### config.mk
export PLATFORM = sky130hd
export DESIGN_NAME = nibble_serial_adder_ctrl_flat
export DESIGN_NICKNAME = d
export VERILOG_FILES = /design/src/rtl/nibble_serial_adder_ctrl_if.sv /design/src/rtl/nibble_serial_adder_ctrl.sv /design/src/flat_wrapper.sv
export SDC_FILE = /design/constraint.sdc
export NUM_CORES = 1
export LEC_CHECK = 0
export CORE_ASPECT_RATIO = 1.75
export CORE_MARGIN = 2
export CORE_UTILIZATION = 40
export DETAILED_ROUTE_END_ITERATION = 8
export DONT_BUFFER_PORTS = 1
export PLACE_DENSITY = 0.68
export SLEW_MARGIN = 15
export SYNTH_ARGS = -nofsm -noshare
export SYNTH_HDL_FRONTEND = slang
export SYNTH_SLANG_ARGS = --single-unit
### constraint.sdc
create_clock -name clk -period 1.7 [get_ports clk]
set_clock_uncertainty 0.1 [all_clocks]
set_input_delay 0.34 -clock clk [delete_from_list [all_inputs] [get_ports clk]]
set_output_delay 0.34 -clock clk [all_outputs]
set_load 0.005 [all_outputs]
### src/rtl/nibble_serial_adder_ctrl_if.sv
// Requester, consumer and external 4-bit adder signals of nibble_serial_adder_ctrl.
interface nibble_serial_adder_ctrl_if #(
   parameter int unsigned WIDTH = 16
);
   logic             start;
   logic             ready;
   logic             op_sub;
   logic [WIDTH-1:0] opa;
   logic [WIDTH-1:0] opb;
   logic             carry_in;
   logic [3:0]       adder_a;
   logic [3:0]       adder_b;
   logic             adder_cin;
   logic [3:0]       adder_sum;
   logic             adder_cout;
   logic [WIDTH-1:0] result;
   logic             carry_out;
   logic             ovf;
   logic             result_valid;
   logic             result_ready;

   modport slave (
      input  start, op_sub, opa, opb, carry_in, adder_sum, adder_cout, result_ready,
      output ready, adder_a, adder_b, adder_cin, result, carry_out, ovf, result_valid
   );

   modport master (
      output start, op_sub, opa, opb, carry_in, adder_sum, adder_cout, result_ready,
      input  ready, adder_a, adder_b, adder_cin, result, carry_out, ovf, result_valid
   );
endinterface

### src/rtl/nibble_serial_adder_ctrl.sv
// WIDTH-bit add/subtract sequenced one nibble per cycle through an external 4-bit adder.
// Define NIBBLE_ADDER_OVF_EN to compute signed overflow; otherwise ovf is tied to 0.
module nibble_serial_adder_ctrl #(
   parameter int unsigned WIDTH = 16
) (
   input  logic                       clk,
   input  logic                       reset,
   nibble_serial_adder_ctrl_if.slave  bus
);
   localparam int unsigned NIBBLES = WIDTH / 4;
   localparam int unsigned K_W     = (NIBBLES > 1) ? $clog2(NIBBLES) : 1;
   localparam logic [K_W-1:0] K_LAST = K_W'(NIBBLES - 1);

   if (WIDTH < 4 || (WIDTH % 4) != 0) begin : g_bad_width
      $error("nibble_serial_adder_ctrl: WIDTH must be a multiple of 4 and >= 4");
   end

   typedef enum logic [1:0] {IDLE, RUN, DONE} state_t;

   state_t           state;
   logic [K_W-1:0]   k;
   logic [WIDTH-1:0] a_sh;
   logic [WIDTH-1:0] b_sh;
   logic [WIDTH-1:0] result_q;
   logic             carry_q;
   logic             carry_out_q;
   logic             valid_q;
   logic             ready_q;

   // Operand registers shift right each nibble, so their low nibble feeds the adder
   // and they drain to zero, leaving the adder ports at 0 outside RUN.
   assign bus.adder_a      = a_sh[3:0];
   assign bus.adder_b      = b_sh[3:0];
   assign bus.adder_cin    = carry_q;
   assign bus.result       = result_q;
   assign bus.carry_out    = carry_out_q;
   assign bus.result_valid = valid_q;
   assign bus.ready        = ready_q;

`ifdef NIBBLE_ADDER_OVF_EN
   logic ovf_q;
   assign bus.ovf = ovf_q;
`else
   assign bus.ovf = 1'b0;
`endif

   always_ff @(posedge clk or posedge reset) begin
      if (reset) begin
         state       <= IDLE;
         k           <= '0;
         a_sh        <= '0;
         b_sh        <= '0;
         result_q    <= '0;
         carry_q     <= 1'b0;
         carry_out_q <= 1'b0;
         valid_q     <= 1'b0;
         ready_q     <= 1'b1;
`ifdef NIBBLE_ADDER_OVF_EN
         ovf_q       <= 1'b0;
`endif
      end else begin
         case (state)
            IDLE: begin
               if (bus.start) begin
                  a_sh        <= bus.opa;
                  b_sh        <= bus.op_sub ? ~bus.opb : bus.opb;
                  carry_q     <= bus.op_sub ? 1'b1 : bus.carry_in;
                  k           <= '0;
                  result_q    <= '0;
                  carry_out_q <= 1'b0;
                  ready_q     <= 1'b0;
`ifdef NIBBLE_ADDER_OVF_EN
                  ovf_q       <= 1'b0;
`endif
                  state       <= RUN;
               end
            end
            RUN: begin
               result_q[4*k +: 4] <= bus.adder_sum;
               a_sh               <= a_sh >> 4;
               b_sh               <= b_sh >> 4;
               if (k == K_LAST) begin
                  carry_q     <= 1'b0;
                  carry_out_q <= bus.adder_cout;
                  valid_q     <= 1'b1;
`ifdef NIBBLE_ADDER_OVF_EN
                  // On the last nibble the low nibbles hold the operand sign bits.
                  ovf_q       <= (a_sh[3] == b_sh[3]) && (bus.adder_sum[3] != a_sh[3]);
`endif
                  state       <= DONE;
               end else begin
                  carry_q <= bus.adder_cout;
                  k       <= k + K_W'(1);
               end
            end
            DONE: begin
               if (bus.result_ready) begin
                  valid_q <= 1'b0;
                  ready_q <= 1'b1;
                  state   <= IDLE;
               end
            end
            default: state <= IDLE;
         endcase
      end
   end
endmodule

### src/flat_wrapper.sv
// flat-port wrapper written by rule: the top's interface ports become plain ports
module nibble_serial_adder_ctrl_flat 
#(
   parameter int unsigned WIDTH = 16
)
  (clk, reset, bus_start, bus_op_sub, bus_opa, bus_opb, bus_carry_in, bus_adder_sum, bus_adder_cout, bus_result_ready, bus_ready, bus_adder_a, bus_adder_b, bus_adder_cin, bus_result, bus_carry_out, bus_ovf, bus_result_valid);
  nibble_serial_adder_ctrl_if #(.WIDTH(WIDTH)) bus_i ();
  input  logic clk;
  input  logic reset;
  input wire logic [$bits(bus_i.start)-1:0] bus_start;
  input wire logic [$bits(bus_i.op_sub)-1:0] bus_op_sub;
  input wire logic [$bits(bus_i.opa)-1:0] bus_opa;
  input wire logic [$bits(bus_i.opb)-1:0] bus_opb;
  input wire logic [$bits(bus_i.carry_in)-1:0] bus_carry_in;
  input wire logic [$bits(bus_i.adder_sum)-1:0] bus_adder_sum;
  input wire logic [$bits(bus_i.adder_cout)-1:0] bus_adder_cout;
  input wire logic [$bits(bus_i.result_ready)-1:0] bus_result_ready;
  output wire logic [$bits(bus_i.ready)-1:0] bus_ready;
  output wire logic [$bits(bus_i.adder_a)-1:0] bus_adder_a;
  output wire logic [$bits(bus_i.adder_b)-1:0] bus_adder_b;
  output wire logic [$bits(bus_i.adder_cin)-1:0] bus_adder_cin;
  output wire logic [$bits(bus_i.result)-1:0] bus_result;
  output wire logic [$bits(bus_i.carry_out)-1:0] bus_carry_out;
  output wire logic [$bits(bus_i.ovf)-1:0] bus_ovf;
  output wire logic [$bits(bus_i.result_valid)-1:0] bus_result_valid;
  assign bus_i.start = bus_start;
  assign bus_i.op_sub = bus_op_sub;
  assign bus_i.opa = bus_opa;
  assign bus_i.opb = bus_opb;
  assign bus_i.carry_in = bus_carry_in;
  assign bus_i.adder_sum = bus_adder_sum;
  assign bus_i.adder_cout = bus_adder_cout;
  assign bus_i.result_ready = bus_result_ready;
  assign bus_ready = bus_i.ready;
  assign bus_adder_a = bus_i.adder_a;
  assign bus_adder_b = bus_i.adder_b;
  assign bus_adder_cin = bus_i.adder_cin;
  assign bus_result = bus_i.result;
  assign bus_carry_out = bus_i.carry_out;
  assign bus_ovf = bus_i.ovf;
  assign bus_result_valid = bus_i.result_valid;
  nibble_serial_adder_ctrl #(.WIDTH(WIDTH)) u_core (.clk(clk), .reset(reset), .bus(bus_i));
endmodule
### Yosys cells after proc, flatten, opt, wreduce, memory -nomap -nowiden

Cells that the tools add are included.
Widths: inputs -> output; s select.

* reductions and logical operators: 10
* bitwise gates (word level): 1
* add/subtract/negate cells: 2
* shifts and indexed selects: 2
* eq/ne operators: 7
* mux-type cells: 27

Operators by type and width (number)
* $pmux 16 s2: 3
* $mux 16: 4
* $neg 4->34: 1
* $shift 4x34->16 const A: 1
* $shiftx 4x34->16: 1
* $bwmux 16: 1
* $not 16->16: 1
* $reduce_and 3->1: 5
* $mux 2: 5
* $mux 1: 8
* $pmux 1 s2: 4
* $ne 2x2->1 const B: 3
* $pmux 2 s3: 1
* $reduce_bool 2->1: 3
* $eq 2x2->1 const B: 2
* $pmux 2 s2: 1
* $add 2x1->2 const B: 1
* $eq 2x1->1 const B: 1
* $logic_not 2->1: 1
* $ne 2x1->1 const B: 1
* $reduce_and 2->1: 1

* input bits: 43
* bits in registers: 56

### Logic depth before layout (Yosys ltp)

Gate-level depths: netlist (run 1).

* word-level depth: 4
* depth in mapped cells: 5
* depth with buffers taken out: 5

### Worst setup path after synthesis (run 1)

Ideal clock, no wire load.

* path kind: register to register
* start: register u_core.k[0]
* end: register u_core.result_q[13] (netlist: u_core.bus.result[13])
* buffers on the path: 0
* period minus slack after synthesis: 1642 ps
* cell stages (with the launch flop): 6
* library setup time: 65 ps
* slack: 58 ps
* arrival time: 1477 ps
* cell sequence: dfrtp_1 -> inv_1 -> ha_1 -> nor3b_2 -> and3_1 -> a22o_1

* cells in the longest elaborated chain, start to end: 4
* elaborated cells on any way between the ends: 5
* those cells by class: add/sub: 1; shift: 2; mux: 2

RTL lines
* start, declared: RTL line nibble_serial_adder_ctrl.sv:21 `logic [K_W-1:0] k;`
* start signal, assigned: RTL line nibble_serial_adder_ctrl.sv:93 `k <= k + K_W'(1);`
* $neg 4->34 *: RTL line nibble_serial_adder_ctrl.sv:79 `result_q[4*k +: 4] <= bus.adder_sum;`
* $shiftx 4x34->16 / $shift 4x34->16 (equally long branches): RTL line nibble_serial_adder_ctrl.sv:79
* $bwmux 16 *: RTL line nibble_serial_adder_ctrl.sv:79
* $pmux 16 s2 *: RTL line nibble_serial_adder_ctrl.sv:62 `case (state)`
* end signal, assigned by index: RTL line nibble_serial_adder_ctrl.sv:79
* end, declared: RTL line nibble_serial_adder_ctrl.sv:24 `logic [WIDTH-1:0] result_q;`

Mark *: on every way between the ends. The rest lies on a longest branch, timed or not.
A chain may end at the register's enable or synchronous reset.

### Final worst setup path (run 1)

* start: register u_core.state[0]
* end: register u_core.result_q[3] (netlist: u_core.bus.result[3])

* cells in the longest elaborated chain, start to end: 3
* elaborated cells on any way between the ends: 6
* those cells by class: eq/ne: 2; mux: 1; reduce/logical: 3

RTL lines
* start, declared: RTL line nibble_serial_adder_ctrl.sv:20 `state_t state;`
* start signal, assigned: RTL line nibble_serial_adder_ctrl.sv:49 `state <= IDLE;`
* start signal, assigned: RTL line nibble_serial_adder_ctrl.sv:75 `state <= RUN;`
* start signal, assigned: RTL line nibble_serial_adder_ctrl.sv:90 `state <= DONE;`
* $eq 2x1->1 / $logic_not 2->1 (equally long branches): RTL line nibble_serial_adder_ctrl.sv:62
* $reduce_bool 2->1 (no source line) / $ne 2x2->1 (equally long branches)
* $reduce_and 2->1 (no source line)

Several ways; a longest one is shown, not always the timed one.

==> summary.md, run 1 <==
| Metric | Value |
|---|---|
| Clock power frac | a little over a fifth |
| M1 wire length | roughly 2300 um |
| CP Capture Type | register |
| Final ANT Viol Nets | 0 |
| Crit path arrival time | ~1700 ps |
| Max_slew headroom | between 50% and 60% |
| Sequential Power Share | 40.1% |
| DRC Markers | 0 |
| Slew @ Worst Pin | approximately 620 ps |
| Cells after Synth | ~260 |
| Synth Flop Type | dfrtp_1 |
| Startpoint types | register |
| Unrepaired setup endpoints after global routing | false |
| Fin. Hold Viols | 0 |
| Global-route wire length before repair | around 9700 um |
| Die height | approximately 110 um |
| Via density | 5.55 |
| Max stage delay on crit path | 460 ps |
| Seq/Total Area, Yosys | 50.2% |
| IO Pins | 72 |
| Final core utilization | about 45% |
| Grt total ovfl | 0 |
| Vias in the first global route | approximately 2000 |
| Vias post-DR | between 1500 and 2000 |
| DR pass1 iterations | 4 |
| Worst hold margin | ~39 ps |
| Pint | 3440 uW |
| Power Total | between 5000 and 6000 uW |
| Worst-path maximum fanout | 31 |
| Switching Share | between 30% and 40% |
| Fmax | between 600 and 700 MHz |
| Synthesized area | about 2800 sq um |
| Req. time, crit path | between 1500 and 2000 ps |
| Final setup violation count | 0 |
| CTS Buf Count | 5 |
| Area Overhead vs Synth | 8.47% |
| Hold Crit Class | in2reg |
| Power density cells | 1810 nW/um^2 |
| Total GRT Usage | between 10% and 20% |
| Max Used Layer | met4 |
| Metal2 WL | between 3000 and 4000 um |
| Final min period | 1610 ps |
| Synth Area per Inst | 10.7 sq um |
| CTS tree | yes |
| Post-synth ARST share | 100% |
| Final HPWL DP | roughly 4300 um |
| Post-CTS Setup Bufs | 0 |
| Die area | slightly below 8000 sq um |
| Yosys warns | 0 |
| Combinational share of power | 39.0% |
| Core area | between 6000 and 7000 sq um |
| Row count | 40 |
| Clock Latency Late Sink | just under 300 ps |
| Final Wtd Congestion | around 0.76 |
| Netlist cell types | 37 |
| Critical-path cell list | buf_12 > nand2b_1 > a21o_1 > a22o_1 |
| Worst path slowest cell | dfrtp_2 |
| Final-stage net count | just over 300 |
| Clock slew at reported path FFs | ~70 ps |
| Pleak | 0.00140 uW |
| Worst VDD drop | between 0.6 and 0.7 mV |
| Metal3 WL | 345 um |
| Final Cycle Share | between 90% and 100% |
| Outcome | completed |
| Largest net degree at the start of global routing | 57 |
| CTS Buffer Depth | 2 |
| Die outline width | 67.2 um |
| Crit Path Category | reg2reg |
| CTS Sinks | between 50 and 60 |
| Synthesis-stage register bit count | 56 |
| Layout cell share with drive strength beyond 1 | 10.9% |
| Syn_nets | roughly 310 |
| Max-cap violations | 0 |
| Max-slew violations | 0 |
| EDFF count, synth | 0 |
| Net Sw Power | 2030 uW |
| Initial core utilization | 41.0% |
| Diodes inserted | 0 |
| Input/output buffers | 0 |
| Final WL | around 6100 um |
| Drt wl/cell | 18.1 um |
| Initial antenna violation count | 0 |
| Htree depth | 2 |
| Root buffer cell | clkbuf_16 |
| Drt initial violations | 67 |
## cell usage after synthesis (all sizes together) (2+ instances only)
cell | n | share of area (%)
clkbuf | 4 | 0.54
nor2b | 4 | 0.99
inv | 7 | 0.94
mux2i | 12 | 4.3
nor2 | 3 | 0.40
o31ai | 4 | 1.1
nand3 | 2 | 0.36
a32oi | 11 | 3.4
dfrtp | 55 | 49
and2 | 2 | 0.45
a22oi | 2 | 0.54
xnor2 | 2 | 0.63
nand2 | 48 | 6.5
a21oi | 6 | 1.1
xor2 | 14 | 4.4
o21ai | 19 | 3.4
nor3 | 2 | 0.36
nor3b | 2 | 1.1
a21o | 4 | 1.1
a22o | 20 | 6.3
ha | 6 | 2.7
nand2b | 2 | 0.72
buf | 22 | 6.0
## power groups by stage
stage / sequential (uW) / combinational (uW) / clock (uW)
floorplan: 2110 / 1820 / 0
global route: 2260 / 2400 / 1240
global placement: 2190 / 2000 / 0
finish: 2190 / 2130 / 1150
CTS: 2180 / 2090 / 1180
detailed placement: 2210 / 2070 / 0
## state kept, by name (all words and copies together) (netlist names)
register	cells
u_core.a_sh	16
u_core.b_sh	16
u_core.bus.adder_cin	1
u_core.bus.carry_out	1
u_core.bus.ready	1
u_core.bus.result	16
u_core.bus.result_valid	1
u_core.k	2
u_core.state	2
## placed cells by master, fill, tap and decap left out, types with 2 or more instances in the layout
| cell type | count |
|---|---|
| buf_12 | 2 |
| and2_1 | 2 |
| inv_1 | 6 |
| nor3_1 | 2 |
| ha_1 | 6 |
| nand2_1 | 48 |
| o31ai_1 | 4 |
| o21ai_0 | 19 |
| buf_4 | 7 |
| a22o_1 | 20 |
| xor2_1 | 14 |
| a32oi_1 | 11 |
| nor2_1 | 3 |
| nand3_1 | 2 |
| a21oi_1 | 6 |
| a21o_1 | 4 |
| clkbuf_16 | 5 |
| xnor2_1 | 2 |
| a22oi_1 | 2 |
| mux2i_1 | 12 |
| o21bai_4 | 2 |
| dfrtp_1 | 54 |
| nor2b_1 | 3 |
## per-stage QoR
step           setup TNS [ps]  cells  area [sq um]  worst slack (ps)
2_1_floorplan               0    262          2800              57.7
3_3_place_gp                0    330          2820              22.0
3_5_place_dp             -102    330          2820             -33.4
4_1_cts                     0    339          3000              6.39
5_1_grt                     0    340          3030              1.63
6_report                    0    340          3030              91.6
## critical path: cells and delay by family (launching register included)
kind	cells	cell delay [ps]
AOI/OAI and AO/OA	2	490
and+or+nand+nor	1	260
buffers and inverters	1	190
DFF	1	460
## repair_timing
action / 4_1_cts / 5_1_grt
hold buffers: 1 / 0
endpoints found under the hold margin: 55 / 0
pin swaps: 1 / 1
gates cloned: 0 / 1
setup endpoints to repair: 6 / 34
gates resized for setup: 2 / 4
## cell type report
type                       count  area (sq um)
clock buffer                   6           129
clock inverter                 2          35.0
fill                         672          3780
inverter                       7          30.0
multi-input combinational    174          1210
sequential                    56          1400
tap                           84           105
timing repair buffer          11           114
## final timing paths
check	startpoint	end	slack [ps]	cells past startpoint
min reg2reg	u_core.b_sh[7]	u_core.b_sh[7]	380	2
max reg2reg	u_core.state[0]	u_core.bus.result[3]	90	4
max in group asynchronous	reset	u_core.bus.ready	700	3
min	bus_result_ready	u_core.state[1]	40	1
min in group asynchronous	reset	u_core.a_sh[5]	490	3
max	u_core.state[0]	u_core.bus.result[3]	90	4
## cell families (layout without fill, tap and decap cells)
logic type                 Yosys count  in the layout  synth area share, %
adders and majority gates            6              6                 2.69
DFF                                 56             56                 50.2
buffers and inverters               33             26                 7.44
muxes                               12             12                 4.30
xor gates and xnor gates            16             16                 5.02
AOI/OAI and AO/OA                   70             71                 18.0
other                                1              1                0.134
and+or+nand+nor                     68             68                 12.2
## metal layers
metal | up-vias | track usage [%]
met1 | 932 | 18.0
met2 | 51 | 29.3
li1 | 891 | -
met4 | 0 | 6.80
met5 | - | 0
met3 | 13 | 4.62
Power figures use the tool's default switching activity.
==> run 2, diff against run 1 <==
--- a/config.mk
+++ b/config.mk
@@ -6,11 +6,13 @@
 export NUM_CORES = 1
 export LEC_CHECK = 0
 export CORE_ASPECT_RATIO = 1.75
-export CORE_MARGIN = 2
+export CORE_MARGIN = 5
 export CORE_UTILIZATION = 40
 export DETAILED_ROUTE_END_ITERATION = 8
 export DONT_BUFFER_PORTS = 1
+export HOLD_SLACK_MARGIN = 0.15
 export PLACE_DENSITY = 0.68
+export RECOVER_POWER = 50
 export SLEW_MARGIN = 15
 export SYNTH_ARGS = -nofsm -noshare
 export SYNTH_HDL_FRONTEND = slang
==> run 2 against run 1 <==
Final area up 2.9%. Non-clock buffer count is 12 higher. Hold slack improved by 120 ps. Setup slack worse by 43 ps. Sequential cell count unchanged. Register-to-register slack better by 50 ps.
==> summary.md, run 2 (synthesis gave the netlist of run 1 again) <==
| Metric | Value |
|---|---|
| Outcome | completed |
| Htree depth | 2 |
| Initial core utilization | 40.7% |
| Final ANT Viol Nets | 0 |
| DR pass1 iterations | 4 |
| Pleak | between 0.001 and 0.0015 uW |
| Vias post-DR | 1885 |
| Die height | 121 um |
| Worst-path maximum fanout | 17 |
| Req. time, crit path | ~1800 ps |
| Min-delay src | bus_opa[5] |
| Global-route wire length before repair | roughly 10000 um |
| Die area | a little under 9000 sq um |
| Final-stage net count | 315 |
| Max-cap violations | 0 |
| Final Wtd Congestion | roughly 0.76 |
| Post-CTS Setup Bufs | 0 |
| CTS tree | yes |
| CTS Sinks | 56 |
| Drt wl/cell | 18.1 um |
| Die outline width | between 70 and 80 um |
| Final setup violation count | 0 |
| Final min period | 1650 ps |
| Row count | 40 |
| Worst setup path startpoint | bus_op_sub |
| IO Pins | approximately 70 |
| Most common cell after layout, fill and taps aside | dfrtp_1 |
| Final WL | between 6000 and 7000 um |
| Max_slew headroom | between 60 and 70% |
| Final Cycle Share | a little over nine tenths |
| DRC Markers | 0 |
| Total GRT Usage | 15.2% |
| Final-layout fill cell count | roughly 630 |
| CTS Buf Count | 5 |
| Reg-to-Reg Start | u_core.k[0] |
| Drt initial violations | 84 |
| Worst VDD drop | 0.590 mV |
| Most frequent cells in the layout | 55 x dfrtp_1, 48 x nand2_1, 20 x a22o_1, 19 x o21ai_0, 14 x xor2_1 |
| Via density | between 5 and 6 |
| CTS Buffer Depth | 2 |
| Clock Latency Late Sink | between 200 and 300 ps |
| Fmax | just over 600 MHz |
| Final HPWL DP | around 4800 um |
| Root buffer cell | clkbuf_16 |
| Hold Crit Class | in2reg |
| Crit path arrival time | between 1500 and 2000 ps |
| Diodes inserted | 0 |
| Final core utilization | a little under half |
| Crit Path Category | in2reg |
| Startpoint types | input port |
| Power density cells | between 1500 and 2000 nW/um^2 |
| Initial antenna violation count | 0 |
| Fin Setup TNS | 0 ps |
| Layout cell share with drive strength beyond 1 | 9.74% |
| Clock slew at reported path FFs | 70 ps |
| Fin. Hold Viols | 0 |
| Grt total ovfl | 0 |
| Max-slew violations | 0 |
| CP Capture Type | register |
| Vias in the first global route | 2047 |
| Input/output buffers | 0 |
| Slew @ Worst Pin | approximately 570 ps |
| Unrepaired setup endpoints after global routing | false |
| Core area | 6860 sq um |
| Area Overhead vs Synth | 11.6% |
| Largest net degree at the start of global routing | 28 |
==> run 2: area by class of cell <==
cell class / count / area (sq um) / share of cell area, %
timing repair buffer: 23 / 240 / 7.70
inverter: 7 / 30.0 / 0.963
tap: 84 / 105 / 3.37
clock inverter: 1 / 8.76 / 0.281
multi-input combinational: 173 / 1200 / 38.4
sequential: 56 / 1400 / 45.0
clock buffer: 7 / 133 / 4.25
==> run 2: power breakdown <==
part | switching (uW) | total, uW | internal (uW)
registers | 367 | 2190 | 1830
clock network | 456 | 1010 | 551
logic | 1200 | 2170 | 973
==> run 2: metrics by stage <==
step | cells | cell area (sq um) | setup slack [ps] | power (uW) | hold WS, ps
detailed placement | 331 | 2860 | 152 | 4400 | 209
global placement | 331 | 2860 | 230 | 4310 | 200
CTS | 351 | 3130 | 52.8 | 5450 | 152
floorplan | 262 | 2800 | 57.7 | 3920 | 320
global route | 351 | 3120 | 14.8 | 5770 | 168
finish | 351 | 3120 | 48.5 | 5370 | 156
==> run 2: critical path, stage by stage <==
cell and delay (ps):
dlygate4sd3_1 550, xnor2_1 120, dlygate4sd3_1 560, o31ai_2 180
==> run 2: what timing repair did <==
item	CTS	global route
endpoints found under the setup margin	0	1
hold buffers	12	0
endpoints found under the hold margin	45	0
gates resized for setup	0	1
==> run 2: worst paths after layout <==
check,endpoint,slack (ps),cells after the start
setup / recovery,u_core.b_sh[14],50,4
hold / removal,u_core.a_sh[5],160,2
setup reg to reg,u_core.bus.result[14],140,5
hold reg to reg,u_core.b_sh[11],380,2
max in group asynchronous,u_core.a_sh[11],260,3
min in group asynchronous,u_core.bus.result[5],490,2
==> run 2: routing by layer <==
metal / GRT usage (%) / vias up / share of wire, %
met5: 0 / - / 0
met4: 6.93 / 0 / 2.7
met3: 4.33 / 11 / 5.5
met2: 27.4 / 51 / 55
met1: 15.7 / 904 / 37
li1: - / 919 / -
==> run 3, diff against run 2 <==
--- a/config.mk
+++ b/config.mk
@@ -8,10 +8,11 @@
 export CORE_ASPECT_RATIO = 1.75
 export CORE_MARGIN = 5
 export CORE_UTILIZATION = 40
+export CTS_CLUSTER_DIAMETER = 80
 export DETAILED_ROUTE_END_ITERATION = 8
 export DONT_BUFFER_PORTS = 1
 export HOLD_SLACK_MARGIN = 0.15
-export PLACE_DENSITY = 0.68
+export PLACE_DENSITY = 0.66
 export RECOVER_POWER = 50
 export SLEW_MARGIN = 15
 export SYNTH_ARGS = -nofsm -noshare
==> constraint.sdc (replaced) <==
create_clock -name clk -period 1.6 [get_ports clk]
set_clock_uncertainty 0.1 [all_clocks]
set_input_delay 0.32 -clock clk [delete_from_list [all_inputs] [get_ports clk]]
set_output_delay 0.32 -clock clk [all_outputs]
set_load 0.005 [all_outputs]
==> run 3 against run 2 <==
Power grew 7.2%. Sequential power grew 6%. First-iteration DRC count shrank 31%. Combinational power grew 7%.
==> summary.md, run 3 (synthesis gave the netlist of run 1 again) <==
| Metric | Value |
|---|---|
| Outcome | completed |
| Fin Setup TNS | 0 ps |
| Worst-path maximum fanout | 4 |
| IO Pins | 72 |
| Hold Crit Class | in2reg |
| Initial antenna violation count | 0 |
| Total GRT Usage | approximately 14% |
| Input/output buffers | 0 |
| Vias post-DR | 1921 |
| Reg-to-Reg Start | u_core.k[0] |
| Crit path arrival time | 1660 ps |
| Fin. Hold Viols | 0 |
| Clock Latency Late Sink | between 200 and 300 ps |
| Largest net degree at the start of global routing | 30 |
| Power density cells | 1780 nW/um^2 |
| Final HPWL DP | 4610 um |
| Max stage delay on crit path | ~400 ps |
| Hold Path Sink | u_core.bus.adder_cin |
| Crit Path Category | reg2reg |
| Min-delay src | bus_carry_in |
| Initial core utilization | about two fifths |
| FF-to-FF End | u_core.bus.result[13] |
| Htree depth | 2 |
| CTS Buf Count | 5 |
| Hold path depth | 2 |
| Flop2flop setup slack | 80 ps |
| Diodes inserted | 0 |
| Final setup violation count | 0 |
| DRC Markers | 0 |
| Worst r2r path cells | 5 |
| Clock slew at reported path FFs | roughly 70 ps |
| Register area | about 1400 sq um |
| Final-stage net count | 327 |
| Max-slew violations | 0 |
| Global-route wire length before repair | 9790 um |
| Layout cell share with drive strength beyond 1 | a little under an eighth |
| Pleak | 0.00148 uW |
| Die height | approximately 120 um |
| Startpoint types | register |
| Area Overhead vs Synth | 16.0% |
| Slew @ Worst Pin | around 700 ps |
| Most common cell after layout, fill and taps aside | dfrtp_1 |
| Root buffer cell | clkbuf_16 |
| Placed cell areas | 2870 sq um |
| Post-CTS Setup Bufs | 0 |
| Final ANT Viol Nets | 0 |
| Worst VDD drop | about 0.8 mV |
| CP Capture Type | register |
| Fin cells | 363 |
| Max_slew headroom | between 50% and 60% |
| Worst path slowest cell | dfrtp_2 |
| Critical-path cell list | inv_1 > ha_1 > nor3b_2 > and3_4 > a22o_1 |
| Area occupied by multi-input gates | between 1000 and 1500 sq um |
| Row count | 40 |
| Final Wtd Congestion | 0.798 |
| Via density | between 5 and 6 |
| Final-layout fill cell count | 625 |
| Unrepaired setup endpoints after global routing | false |
| Final Cycle Share | 95.2% |
| Grt total ovfl | 0 |
| CTS Buffer Depth | 2 |
| Die area | around 8800 sq um |
| Final WL | 6210 um |
| DR pass1 iterations | 4 |
| Most frequent cells in the layout | 54 x dfrtp_1, 48 x nand2_1, 22 x dlygate4sd3_1, 20 x a22o_1, 19 x o21ai_0 |
| Worst hold margin | roughly 150 ps |
| Vias in the first global route | approximately 2000 |
| Core area | between 6000 and 7000 sq um |
| Final min period | between 1500 and 2000 ps |
| Placed cell count | about 330 |
| CTS tree | yes |
| Drt initial violations | between 50 and 60 |
| Max-cap violations | 0 |
| CTS Sinks | 56 |
| Cell area after layout | 3240 sq um |
| Req. time, crit path | about 1700 ps |
| Drt wl/cell | between 15 and 20 um |
| Die outline width | roughly 73 um |
| Fmax | about 660 MHz |
[run 3: worst max-delay path, delay by kind of cell, from the launching register on]
family	cells	cell delay [ps]
compound gates	1	120
flops	1	400
simple gates	2	460
buf+inv	1	100
fa+ha+maj	1	290
[run 3: power breakdown]
part	internal, uW	total (uW)	leakage [uW]	switching, uW
Clock	618	1100	0.0000766	486
Combinational	1070	2330	0.000679	1260
Sequential	1940	2330	0.000729	383
Total	3630	5760	0.00148	2130
[run 3: layout make-up]
| class | instances | share of cell area, % |
|---|---|---|
| Sequential cell | 56 | 43.3 |
| Multi-Input combinational cell | 173 | 37.1 |
| Timing Repair Buffer | 35 | 10.8 |
| Clock buffer | 6 | 4.29 |
| Tap cell | 84 | 3.24 |
| Inverter | 7 | 0.927 |
| Clock inverter | 2 | 0.309 |
[run 3: per-layer routing]
metal | global-route usage, % | share of wire (%) | vias up
met5 | 0 | 0 | -
met4 | 5.54 | 1.9 | 0
met3 | 3.99 | 5.0 | 8
met2 | 27.6 | 56 | 48
met1 | 14.0 | 37 | 932
li1 | - | - | 933
[run 3: worst max-delay path by stage]
stage                                  to       startpoint  slack (ps)
detailed placement  u_core.bus.result[13]      u_core.k[0]          70
CTS                 u_core.bus.result[13]      u_core.k[0]          50
finish              u_core.bus.result[13]      u_core.k[0]          80
floorplan           u_core.bus.result[13]      u_core.k[0]          50
global placement    u_core.bus.result[15]      u_core.k[0]         110
global route               u_core.b_sh[1]  u_core.state[1]           3
[run 3: metrics by stage]
stage	total power (uW)	worst slack, ps	util (%)
2_1_floorplan	4170	48.9	-
3_3_place_gp	4610	112	41.8
3_5_place_dp	4670	69.0	41.8
4_1_cts	5840	45.6	47.2
5_1_grt	6190	3.09	47.2
6_report	5760	76.4	47.2
[run 3: repair_timing]
action,in CTS,in global routing
resized for setup,0,2
endpoints found under the hold margin,86,0
setup endpoints to repair,0,4
hold buffers,22,0
